[src/rtl/mem_stage.sv]
// Memory-access stage: decodes the EXE->MEM bus, runs loads/stores over a req/ack data-memory port.
// Optional misaligned-word trap enabled by defining MEM_ALIGN_CHECK_EN (adds the mem_ale port).
module mem_stage (
  input  logic         clk,
  input  logic         rst,
  input  logic         MEM_valid,
  input  logic [105:0] EXE_MEM_bus_r,
  output logic         dm_req,
  output logic [31:0]  dm_addr,
  output logic [3:0]   dm_wen,
  output logic [31:0]  dm_wdata,
  input  logic         dm_ack,
  input  logic [31:0]  dm_rdata,
  output logic         MEM_over,
  output logic [69:0]  MEM_WB_bus,
  output logic [31:0]  MEM_pc,
  output logic         mem_busy
`ifdef MEM_ALIGN_CHECK_EN
  ,
  output logic         mem_ale
`endif
);

  typedef enum logic [1:0] {IDLE, REQ, DONE} state_t;

  state_t      state, state_nxt;
  logic        inst_load, inst_store, ls_word, lb_sign;
  logic [31:0] store_data, alu_result, pc, load_data, mem_result;
  logic        rf_wen, rf_wen_out, mem_inst, is_store, ld_en;
  logic [4:0]  rf_wdest;
  logic [3:0]  store_wen;
  logic [7:0]  ld_byte;

  assign {inst_load, inst_store, ls_word, lb_sign} = EXE_MEM_bus_r[105:102];
  assign store_data = EXE_MEM_bus_r[101:70];
  assign alu_result = EXE_MEM_bus_r[69:38];
  assign rf_wen     = EXE_MEM_bus_r[37];
  assign rf_wdest   = EXE_MEM_bus_r[36:32];
  assign pc         = EXE_MEM_bus_r[31:0];

  // A set load bit wins over a set store bit
  assign mem_inst  = inst_load | inst_store;
  assign is_store  = inst_store & ~inst_load;
  assign store_wen = ls_word ? 4'b1111 : (4'b0001 << alu_result[1:0]);

  assign dm_addr  = {alu_result[31:2], 2'b00};
  assign dm_wdata = ls_word ? store_data : {4{store_data[7:0]}};
  assign MEM_pc   = pc;

`ifdef MEM_ALIGN_CHECK_EN
  logic misalign;
  assign misalign = ls_word & (alu_result[1:0] != 2'b00);

  always_ff @(posedge clk or posedge rst) begin
    if (rst) mem_ale <= 1'b0;
    else     mem_ale <= (state == IDLE) & MEM_valid & mem_inst & misalign;
  end

  assign rf_wen_out = rf_wen & ~mem_ale;
`else
  assign rf_wen_out = rf_wen;
`endif

  always_ff @(posedge clk or posedge rst) begin
    if (rst) state <= IDLE;
    else     state <= state_nxt;
  end

  always_comb begin
    state_nxt = state;
    dm_req    = 1'b0;
    dm_wen    = 4'b0000;
    MEM_over  = 1'b0;
    mem_busy  = 1'b0;
    ld_en     = 1'b0;
    case (state)
      IDLE: begin
        if (MEM_valid) begin
          if (!mem_inst) MEM_over = 1'b1;
`ifdef MEM_ALIGN_CHECK_EN
          else if (misalign) state_nxt = DONE;
`endif
          else state_nxt = REQ;
        end
      end
      REQ: begin
        dm_req   = 1'b1;
        mem_busy = 1'b1;
        dm_wen   = is_store ? store_wen : 4'b0000;
        if (dm_ack) begin
          ld_en     = 1'b1;
          state_nxt = DONE;
        end
      end
      DONE: begin
        MEM_over  = 1'b1;
        mem_busy  = 1'b1;
        state_nxt = IDLE;
      end
      default: state_nxt = IDLE;
    endcase
  end

  always_ff @(posedge clk or posedge rst) begin
    if (rst)        load_data <= 32'd0;
    else if (ld_en) load_data <= dm_rdata;
  end

  // Byte lane pick and extension for byte loads
  always_comb begin
    case (alu_result[1:0])
      2'd0:    ld_byte = load_data[7:0];
      2'd1:    ld_byte = load_data[15:8];
      2'd2:    ld_byte = load_data[23:16];
      default: ld_byte = load_data[31:24];
    endcase
    if (!inst_load)   mem_result = alu_result;
    else if (ls_word) mem_result = load_data;
    else              mem_result = {{24{lb_sign & ld_byte[7]}}, ld_byte};
  end

  assign MEM_WB_bus = {rf_wen_out, rf_wdest, mem_result, pc};

endmodule

[config.mk]
export PLATFORM = sky130hd
export DESIGN_NAME = mem_stage
export DESIGN_NICKNAME = d
export VERILOG_FILES = /design/src/rtl/mem_stage.sv
export SDC_FILE = /design/constraint.sdc
export NUM_CORES = 1
export LEC_CHECK = 0
export BUFFER_PORTS_ARGS = -buffer_cell sky130_fd_sc_hd__buf_2
export CORE_AREA = 2 2 122 124
export DETAILED_ROUTE_END_ITERATION = 12
export DIE_AREA = 0 0 124 126
export GPL_TIMING_DRIVEN = 0
export SLEW_MARGIN = 0
export SYNTH_ARGS = -nofsm -noshare
export SYNTH_HDL_FRONTEND = slang
export SYNTH_SLANG_ARGS = --single-unit
[constraint.sdc]
create_clock -name clk -period 1.8 [get_ports clk]
set_input_delay 0.09 -clock clk [delete_from_list [all_inputs] [get_ports clk]]
set_output_delay 0.09 -clock clk [all_outputs]
set_load 0.02 [all_outputs]
After elaboration in Yosys (flattened, before gate mapping)
Cells that the tools add are included.
{ "word_totals": {"reg_bits": 34, "output_inout_bits": 173, "in_bits": 142} }
{ "classes": {"n_reduce_logical": 4, "bitwise_logic": 4, "n_eq_ne": 7, "shift": 1, "n_mux": 18} }
{ "ops": {"columns": ["cell", "count"], "rows": [
  ["2-to-1 mux 32 bit", 3],
  ["case mux 8 bit (3 select lines)", 1],
  ["2-to-1 mux 4 bit", 3],
  ["2-to-1 mux 1 bit", 6],
  ["2-to-1 mux 2 bit", 3],
  ["inequality test 2 bit, second input constant", 3],
  ["equality test 2 x 1 -> 1 bit, second input constant", 2],
  ["equality test 2 bit, second input constant", 2],
  ["zero test 2 bit", 2],
  ["case mux 2 bit (2 select lines)", 1],
  ["left shift 1 x 2 -> 4 bit, first input constant", 1],
  ["AND reduction 3 bit", 1],
  ["bitwise AND 1 bit", 2],
  ["case mux 1 bit (2 select lines)", 1],
  ["OR reduction 2 bit", 1],
  ["NOT 1 bit", 1],
  ["OR 1 bit", 1]
]} }

Logic depth before layout (Yosys ltp)
Gate-level depths: netlist (run 1).
{ "logic_depth": {"depth_word": 5, "mapped_depth": 5, "ltp_nobuf": 5} }

Least setup slack after synthesis (run 1)
OpenSTA, ideal clock, no wires.
{ "synth_path": {"kind": "register to register", "startpoint": "register state[1]", "endpoint": "register load_data[0]", "arrival_time_ps": 1415, "required_ps": 1675, "path_stages_with_launch": 6, "synth_period_minus_slack_ps": 1540, "setup_ps": 125, "path_slack_ps": 260, "cell_sequence": "dfrtp_1 > inv_1 > ha_1 > nand2_1 > buf_2 > mux2_2"} }
{ "synth_between": {"elab_chain_cells": 2} }
{ "synth_rtl": {"columns": ["item", "line", "text"], "rows": [
  ["from (decl)", "26", "state_t state, state_nxt;"],
  ["from (signal assigned)", "66", "else state <= state_nxt;"],
  ["equality test 2 x 1 -> 1 bit", "76", "case (state)"],
  ["2-to-1 mux 1 bit", "76", null],
  ["to (signal assigned)", "106", "else if (ld_en) load_data <= dm_rdata;"],
  ["to (decl)", "28", "logic [31:0] store_data, alu_result, pc, load_data, mem_result;"]
]} }
No other way between the ends.
A chain may end at the register's enable or synchronous reset.

Worst setup path after layout (run 1)
{ "layout_path": {"startpoint": "register load_data[23]", "endpoint": "output port MEM_WB_bus[47]"} }
{ "layout_between": {"elab_chain_cells": 4} }
{ "layout_rtl": {"columns": ["item", "line", "text"], "rows": [
  ["case mux 8 bit (3 select lines)", "111", "case (alu_result[1:0])"],
  ["bitwise AND 1 bit", "119", "else mem_result = {{24{lb_sign & ld_byte[7]}}, ld_byte};"],
  ["2-to-1 mux 32 bit", "118", "else if (ls_word) mem_result = load_data;"],
  ["2-to-1 mux 32 bit", "117", "if (!inst_load) mem_result = alu_result;"],
  ["to (decl)", "15", "output logic [69:0] MEM_WB_bus,"]
]} }
No other way between the ends.

==> results of run 1 <==
cell usage in the layout, fill, tap and decap left out, types with 2 or more instances in the layout:
cell type,n
a21oi_1,4
a221oi_1,7
a31oi_1,24
and3b_1,2
buf_2,279
buf_4,116
buf_6,2
clkbuf_1,14
clkbuf_16,6
conb_1,2
dfrtp_1,34
diode_2,2
ha_1,5
inv_1,10
mux2_2,35
nand2_1,82
nand3b_1,2
nor2_1,29
nor2b_1,3
o21a_1,7
o21ai_0,2
o221ai_1,7
o22ai_1,7
per-stage QoR:
stage	TNS, ps	instances	util	worst slack (ps)
detailed placement	0	860	0.338	131
global placement	0	860	0.338	118
finish	0	874	0.352	19.4
CTS	0	870	0.349	3.89
global route	-304	873	0.352	-39.6
floorplan	0	402	-	260
worst max-delay path: stages (launching register included):
cell and delay [ps]:
dfrtp_1 400, mux2_4 280, a22oi_4 180, buf_6 160, clkbuf_16 140, a31oi_1 70, buf_2 180
layer usage:
| layer | vias up | wire length, µm | global-route usage |
|---|---|---|---|
| met5 | - | 0 | 0 |
| met4 | 0 | 180 | 0.0344 |
| met1 | 1668 | 5620 | 0.201 |
| met2 | 174 | 7780 | 0.324 |
| li1 | 1810 | - | - |
| met3 | 11 | 1180 | 0.0353 |
layout make-up:
class                      count  share of cell area
buffer                       132               0.186
timing repair buffer         279               0.285
inverter                      11             0.00818
antenna                        2            0.000992
sequential                    34               0.169
clock buffer                   7              0.0263
multi-input combinational    225               0.280
tap                          184              0.0456
timing repair:
action,CTS,global route
pin swaps,0,1
setup buffers,2,1
setup endpoints to repair,9,15
gates cloned,1,1
gates resized for setup,0,6
registers in the layout, indices dropped and copies added, names as in the netlist:
name	count
load_data	32
state	2
power by group through the flow:
| stage | Clock, mW | Combinational [mW] | Sequential, mW |
|---|---|---|---|
| floorplan | 0 | 1.78 | 1.38 |
| global placement | 0 | 2.44 | 1.56 |
| detailed placement | 0 | 2.47 | 1.58 |
| CTS | 0.820 | 2.49 | 1.56 |
| global route | 0.843 | 2.72 | 1.60 |
| finish | 0.806 | 2.51 | 1.56 |
logic make-up (layout without fill, tap and decap cells):
kind of cell             Yosys count  in the layout  synth area share
buffers and inverters            143            429             0.302
AND/OR/NAND/NOR                  120            120             0.150
AO/OA/AOI/OAI                     62             62             0.138
multiplexers                      36             36             0.127
flip-flops                        34             34             0.263
adder cells (fa/ha/maj)            5              5            0.0194
other                              1              4           0.00116
synthesized netlist by cell type, types with 2 or more instances:
| library cell | instances | area, µm² |
|---|---|---|
| a221oi_1 | 7 | 61.3 |
| buf_6 | 2 | 22.5 |
| nand3b_1 | 2 | 15.0 |
| inv_1 | 11 | 41.3 |
| o21ai_0 | 2 | 10.0 |
| buf_2 | 8 | 40.0 |
| nor2b_1 | 3 | 18.8 |
| buf_4 | 110 | 826 |
| and3b_1 | 2 | 17.5 |
| o21a_1 | 7 | 52.6 |
| mux2_2 | 35 | 394 |
| ha_1 | 5 | 62.6 |
| dfrtp_1 | 34 | 851 |
| nor2_1 | 29 | 109 |
| clkbuf_1 | 12 | 45.0 |
| a31oi_1 | 24 | 150 |
| a21oi_1 | 4 | 20.0 |
| o22ai_1 | 7 | 43.8 |
| o221ai_1 | 7 | 61.3 |
| nand2_1 | 82 | 308 |
path summary, 6_finish.rpt:
kind | start | cells past startpoint | slack, ps | to
max | load_data[23] | 6 | 20 | MEM_WB_bus[47]
min | rst | 2 | -60 | load_data[30]
min reg2reg | load_data[31] | 1 | 530 | load_data[31]
min in group clk | dm_rdata[27] | 2 | 40 | load_data[27]
max in group asynchronous | rst | 2 | 1380 | state[0]
max reg2reg | state[1] | 5 | 160 | load_data[4]
==> qor.yml, run 1 <==
status:
  status: "finished, violations left"
  violations: "hold timing"
setup_path:
  cp-start-kind: "flip-flop"
  crit_arrival_ps: 1690
  cp-end-kind: "output pin"
  required_ps: 1710
  critPathMaxFanout: 6
  worstSetupPathType: "reg2out"
yosys:
  ys_seq_area_frac: 0.263
  synth_seq_cells: 34
  yosys_warnings: 0
  async_reset_ff_frac: 1.00
  avgSynthCellArea_um2: 8.06
  synth_flop_cell: "dfrtp_1"
  ys_types: 28
  syn-cell-area_mm2: 0.00323
  synth_edf_count: 0
  synth_cells: 401
cells_and_area:
  area_delta_synth_final_pct: 56.1
  fillers: 1578
  regArea_um2: 851
  multi_input_area_mm2: 0.00141
  nets: 835
  drive_above_1_share: 0.645
  design_area_mm2: 0.00504
clock_tree:
  ctsHoldBuffers: 0
  cts_buffers: 5
  clk_pin_slew_worst_paths_ps: 50
  cts_sinks: 34
  clk_latency_ps: 270
  cts_tree: "yes"
  htreeDepth: 2
  cts_buffer_depth: 2
  clockRootBuffer: "clkbuf_16"
power_and_ir_drop:
  combPwrFrac: 0.515
  p_leak_nw: 2.87
  cellInternalPower_mw: 2.88
  totalPowerFinal_mw: 4.88
  p_clk_frac: 0.165
  ir_drop_mv: 0.823
  p_per_area_mw_per_mm2: 967
  seqPwrFrac: 0.320
  power_switching_mw: 2.00
  p_sw_frac: 0.409
grt:
  antenna_found_initial: 2
  grt_pass1_vias: 3395
  grt_pass1_wl_um: 20300
  groute.usage.overall: 0.173
  grt_max_degree: 35
  grt_overflow: 0
floorplan:
  die_w_um: 124
  coreArea_mm2: 0.0143
  io_pins: 315
  dieHeight_um: 126
  die_area_mm2: 0.0156
  rows: 44
  start_util: 0.226
timing:
  fin_crit_ps: 1780
  clock.fmax_mhz: 562
  worst_pin_slew_ps: 737
  period_share: 0.989
  relSlewSlack: 0.508
  setup_viol_count_final: 0
  skew_ps: 1.47
  hold_ws_ps: -61.7
  hold_viol: 34
  slew_viol_final: 0
  rsz0062_at_grt: "true"
routing:
  via_per_inst: 4.19
  postRouteAntennaNets: 0
  drt_iter0_drc: 134
  routed_wl_um: 14800
  drc: 0
  routedWlPerCell_um: 16.9
  vias: 3663
  drtPass1Iterations: 4
place:
  portBuffers: 274
  dp_hpwl_um: 12600
  place.gp.congestion: 0.770
  place_area_mm2: 0.00484
worst_hold_path:
  hold_class: "in2async"
job:
  maxCapViolations: 0
Note: power is estimated with default switching activity, not from simulation.
==> run 2, diff against run 1 <==
Settings changed: REMOVE_ABC_BUFFERS set to 1.
==> run 2 against run 1 <==
Against the previous run:
- the run now ends clean
- via count is 14% lower
- combinational power is 15% lower
- cell area is 24% lower
- register-to-register slack better by 40 ps
- sequential share of layout area is 5.2 points higher
- largest cell class is now multi-input gates
- largest power group unchanged
==> qor.yml, run 2 (same netlist as run 1, synthesis figures left out) <==
floorplan:
  die_w_um: 124
  rows: 44
  start_util: 0.226
  die_area_mm2: 0.0156
  io_pins: 315
  dieHeight_um: 126
  coreArea_mm2: 0.0143
routing:
  routed_wl_um: 13400
  drc: 0
  drt_iter0_drc: 87
  vias: 3150
  via_per_inst: 4.65
  postRouteAntennaNets: 0
  routedWlPerCell_um: 19.8
  drtPass1Iterations: 6
job:
  maxCapViolations: 0
timing:
  relSlewSlack: 0.477
  hold_viol: 0
  clock.fmax_mhz: 561
  setup_tns_ps: 0
  slew_viol_final: 0
  skew_ps: 4.90
  rsz0062_at_grt: "true"
  fin_crit_ps: 1780
  setup_viol_count_final: 0
  period_share: 0.990
  hold_ws_ps: 40.1
  worst_pin_slew_ps: 784
clock_tree:
  cts_buffers: 5
  htreeDepth: 2
  clk_latency_ps: 280
  clk_pin_slew_worst_paths_ps: 60
  cts_sinks: 34
  cts_tree: "yes"
  clockRootBuffer: "clkbuf_16"
  cts_buffer_depth: 2
grt:
  grt_overflow: 0
  grt_pass1_vias: 2875
  antenna_found_initial: 0
  grt_pass1_wl_um: 18000
  groute.usage.overall: 0.160
  grt_max_degree: 68
cells_and_area:
  regMostFlops: "load_data"
  area_delta_synth_final_pct: 19.3
  fillers: 1590
  largest_register_ffs: 32
  largest_registers: "load_data: 32 flops, state: 2 flops"
  finish.utilization: 0.269
  n_antenna_cell: 0
  mostFrequentLayoutCell: "buf_2"
  nets: 639
  final_cell_mix: "buf_2, nand2_1, mux2_2, dfrtp_1, nor2_1"
  drive_above_1_share: 0.542
setup_path:
  critPathMaxFanout: 11
  crit_path_top_delay_cell: "dfrtp_1"
  cp-end-kind: "output pin"
  crit_arrival_ps: 1690
  crit_chain: "mux2_4 > a22oi_4 > buf_12 > a31oi_1 > buf_2"
  cp-start-kind: "flip-flop"
  required_ps: 1710
  critPathLaunch: "load_data[23]"
  cpPeakStageDelay_ps: 410
  worstSetupPathType: "reg2out"
  rr_startpoint: "state[1]"
worst_hold_path:
  worstHoldStart: "dm_rdata[9]"
  hold_class: "in2reg"
status:
  status: "finished, final reports clean"
place:
  place.gp.congestion: 0.689
  dp_hpwl_um: 9330
  portBuffers: 204
power_and_ir_drop:
  p_leak_nw: 2.04
  ir_drop_mv: 0.422
  p_per_area_mw_per_mm2: 1180
  totalPowerFinal_mw: 4.54
==> run 2: cell count changes in the layout (fill, tap and decap cells not counted), sizes merged <==
| cell | previous run | this run |
|---|---|---|
| clkinv | 0 | 1 |
| inv | 11 | 10 |
| a22oi | 1 | 2 |
| clkbuf | 20 | 6 |
| dlygate4sd3 | 0 | 1 |
| clkinvlp | 0 | 2 |
| diode | 2 | 0 |
| buf | 398 | 213 |
==> run 2: final cells by class <==
type,count,area (µm²),share of cell area
inverters,11,45.0,0.0117
well taps,184,230,0.0597
repair buffers,214,1130,0.292
multi-input cells,226,1450,0.377
clock buffers,6,139,0.0360
clock inverters,2,12.5,0.00324
flip-flops and latches,34,851,0.221
==> run 2: path summary, 6_finish.rpt <==
check / slack, ps / end / depth (start not counted)
worst max-delay path: 20 / MEM_WB_bus[49] / 5
worst min-delay path: 40 / load_data[9] / 2
worst max register to register: 200 / load_data[12] / 4
worst min register to register: 540 / load_data[15] / 1
max in group asynchronous: 790 / load_data[6] / 3
min in group asynchronous: 500 / load_data[17] / 3
==> run 2: where the power goes <==
part,internal [mW],leakage [nW],switching (mW),total (mW)
Combinational,0.997,1.56,1.14,2.14
Sequential,1.16,0.403,0.337,1.50
Clock,0.549,0.0729,0.356,0.905
Total,2.71,2.04,1.83,4.54
==> run 2: through the flow <==
stage / cells / worst slack (ps) / area, µm²
after global routing: 677 / -62.7 / 3860
after CTS: 677 / 1.22 / 3830
after detailed placement: 658 / -687 / 3560
after global placement: 658 / -707 / 3550
after floorplan: 270 / -194 / 2300
final: 677 / 18.4 / 3860
==> run 2: per-layer routing <==
metal / wire length (µm) / global-route usage / up-vias
li1: - / - / 1431
met1: 5510 / 0.196 / 1447
met2: 5570 / 0.230 / 264
met3: 2180 / 0.110 / 6
met4: 44 / 0.0192 / 2
met5: 65 / 0.0658 / -
==> run 2: timing repair <==
action	in CTS	in global routing
resized for setup	5	6
hold buffers	1	0
hold endpoints to repair	4	0
gates cloned	1	0
buffers inserted	9	0
pin swaps	2	1
setup endpoints to repair	89	27
==> run 2: critical path: cells and delay by family (launching register included) <==
kind	cells	cell delay [ps]
AOI/OAI and AO/OA	2	320
buffers and inverters	2	370
DFF	1	410
muxes	1	310
==> run 3, diff against run 2 <==
Settings changed: CORE_AREA 2 2 122 124 to 2 2 121 123, DIE_AREA 0 0 124 126 to 0 0 123 125.
Clock period 1.8 ns to 2.1 ns, I/O delays scaled along.
==> run 3 against run 2 <==
Against the previous run:
- the run now ends with hold timing left
- wire length is 0.55% higher
- worst setup slack better by 150 ps
- register-to-register slack worse by 30 ps
- final cell count is 0.89% lower
- flip-flop and latch count stayed put
- total power is 16% lower
- die area is 1.6% lower
- clock power is 19% lower
- sequential share of layout area is 0.54 points higher
- sequential power is 15% lower
- critical path type is now reg2reg
==> qor.yml, run 3 (same netlist as run 1, synthesis figures left out) <==
status:
  status: "finished, violations left"
  violations: "hold timing"
timing:
  skew_ps: 6.78
  rsz0062_at_grt: "false"
  worst_pin_slew_ps: 1180
  relSlewSlack: 0.214
  fin_crit_ps: 1930
  period_share: 0.919
  clock.fmax_mhz: 518
  slew_viol_final: 0
  setup_viol_count_final: 0
  hold_ws_ps: -20.7
  hold_viol: 27
cells_and_area:
  regArea_um2: 851
  final_cells: 671
  largest_register_ffs: 32
  n_antenna_cell: 0
  fillers: 1582
  final_cell_mix: "buf_2, nand2_1, mux2_2, dfrtp_1, nor2_1"
  finish.utilization: 0.265
  area_delta_synth_final_pct: 16.5
  mostFrequentLayoutCell: "buf_2"
  largest_registers: "load_data: 32 flops, state: 2 flops"
  regMostFlops: "load_data"
  drive_above_1_share: 0.534
  design_area_mm2: 0.00376
  nets: 634
  multi_input_area_mm2: 0.00143
grt:
  grt_pass1_wl_um: 18500
  grt_max_degree: 68
  grt_pass1_vias: 2883
  grt_overflow: 0
  antenna_found_initial: 0
  groute.usage.overall: 0.167
power_and_ir_drop:
  p_leak_nw: 2.00
  ir_drop_mv: 0.391
  p_per_area_mw_per_mm2: 1010
setup_path:
  critPathMaxFanout: 32
  ff2ff_path_depth: 4
  cp-start-kind: "flip-flop"
  worstSetupPathType: "reg2reg"
  crit_arrival_ps: 2090
  required_ps: 2260
  cp-end-kind: "flip-flop"
floorplan:
  io_pins: 315
  dieHeight_um: 125
  die_area_mm2: 0.0154
  start_util: 0.228
  rows: 44
  coreArea_mm2: 0.0142
  die_w_um: 123
routing:
  routedWlPerCell_um: 20.0
  via_per_inst: 4.61
  postRouteAntennaNets: 0
  drc: 0
  drtPass1Iterations: 4
  vias: 3093
  drt_iter0_drc: 86
  routed_wl_um: 13400
clock_tree:
  cts_buffers: 5
  clockRootBuffer: "clkbuf_16"
  cts_sinks: 34
  clk_latency_ps: 280
  clk_pin_slew_worst_paths_ps: 70
  cts_tree: "yes"
  ctsHoldBuffers: 0
  htreeDepth: 2
  cts_buffer_depth: 2
place:
  dp.cells: 658
  dp_hpwl_um: 9580
  place.gp.congestion: 0.676
  portBuffers: 204
  place_area_mm2: 0.00356
job:
  maxCapViolations: 0
worst_hold_path:
  hold_class: "in2async"
-- run 3: through the flow --
step	power (mW)	setup WS, ps	setup TNS, ps	hold slack [ps]
final	3.80	170	0	-20.7
after global routing	4.08	1.93	0	41.4
after CTS	3.85	-7.05	-7.05	4.20
after detailed placement	3.04	-442	-16460	210
after global placement	3.02	-470	-28640	210
after floorplan	2.35	106	0	210
-- run 3: power by group --
group	leakage [nW]	internal (mW)	switching, mW	total [mW]
sequential	0.403	0.996	0.281	1.28
combinational	1.53	0.826	0.964	1.79
clock	0.0694	0.429	0.301	0.730
total	2.00	2.25	1.55	3.80
-- run 3: critical path, stage by stage (launching register included) --
cell,delay (ps)
dfrtp_1,370
inv_1,100
ha_1,240
nand2_2,660
mux2_2,410
-- run 3: path summary, 6_finish.rpt --
check                           slack (ps)       endpoint    startpoint
worst max-delay path                   170  load_data[28]      state[1]
worst min-delay path                   -20   load_data[7]           rst
worst max register to register         170  load_data[28]      state[1]
worst min register to register         540   load_data[2]  load_data[2]
max in group asynchronous             1600  load_data[12]           rst
min in group clk                        50  load_data[31]  dm_rdata[31]
-- run 3: routing by layer --
metal	vias to the layer above	routed length, µm	track usage
met4	2	56	0.0241
met1	1418	5940	0.213
met5	-	80	0.0691
li1	1410	-	-
met2	257	5400	0.237
met3	6	1970	0.107
-- run 3: timing repair --
action / 4_1_cts / 5_1_grt
buffers inserted: 2 / 3
endpoints found under the setup margin: 56 / 19
hold endpoints to repair: 0 / 0
pin swaps: 2 / 1
cloned: 1 / 0
resized for setup: 1 / 2
-- run 3: layout make-up --
cell class / count / area share
inverters: 11 / 0.0120
flip-flops and latches: 34 / 0.226
multi-input cells: 226 / 0.380
clock buffers: 5 / 0.0332
clock inverters: 2 / 0.00266
repair buffers: 209 / 0.285
well taps: 184 / 0.0612
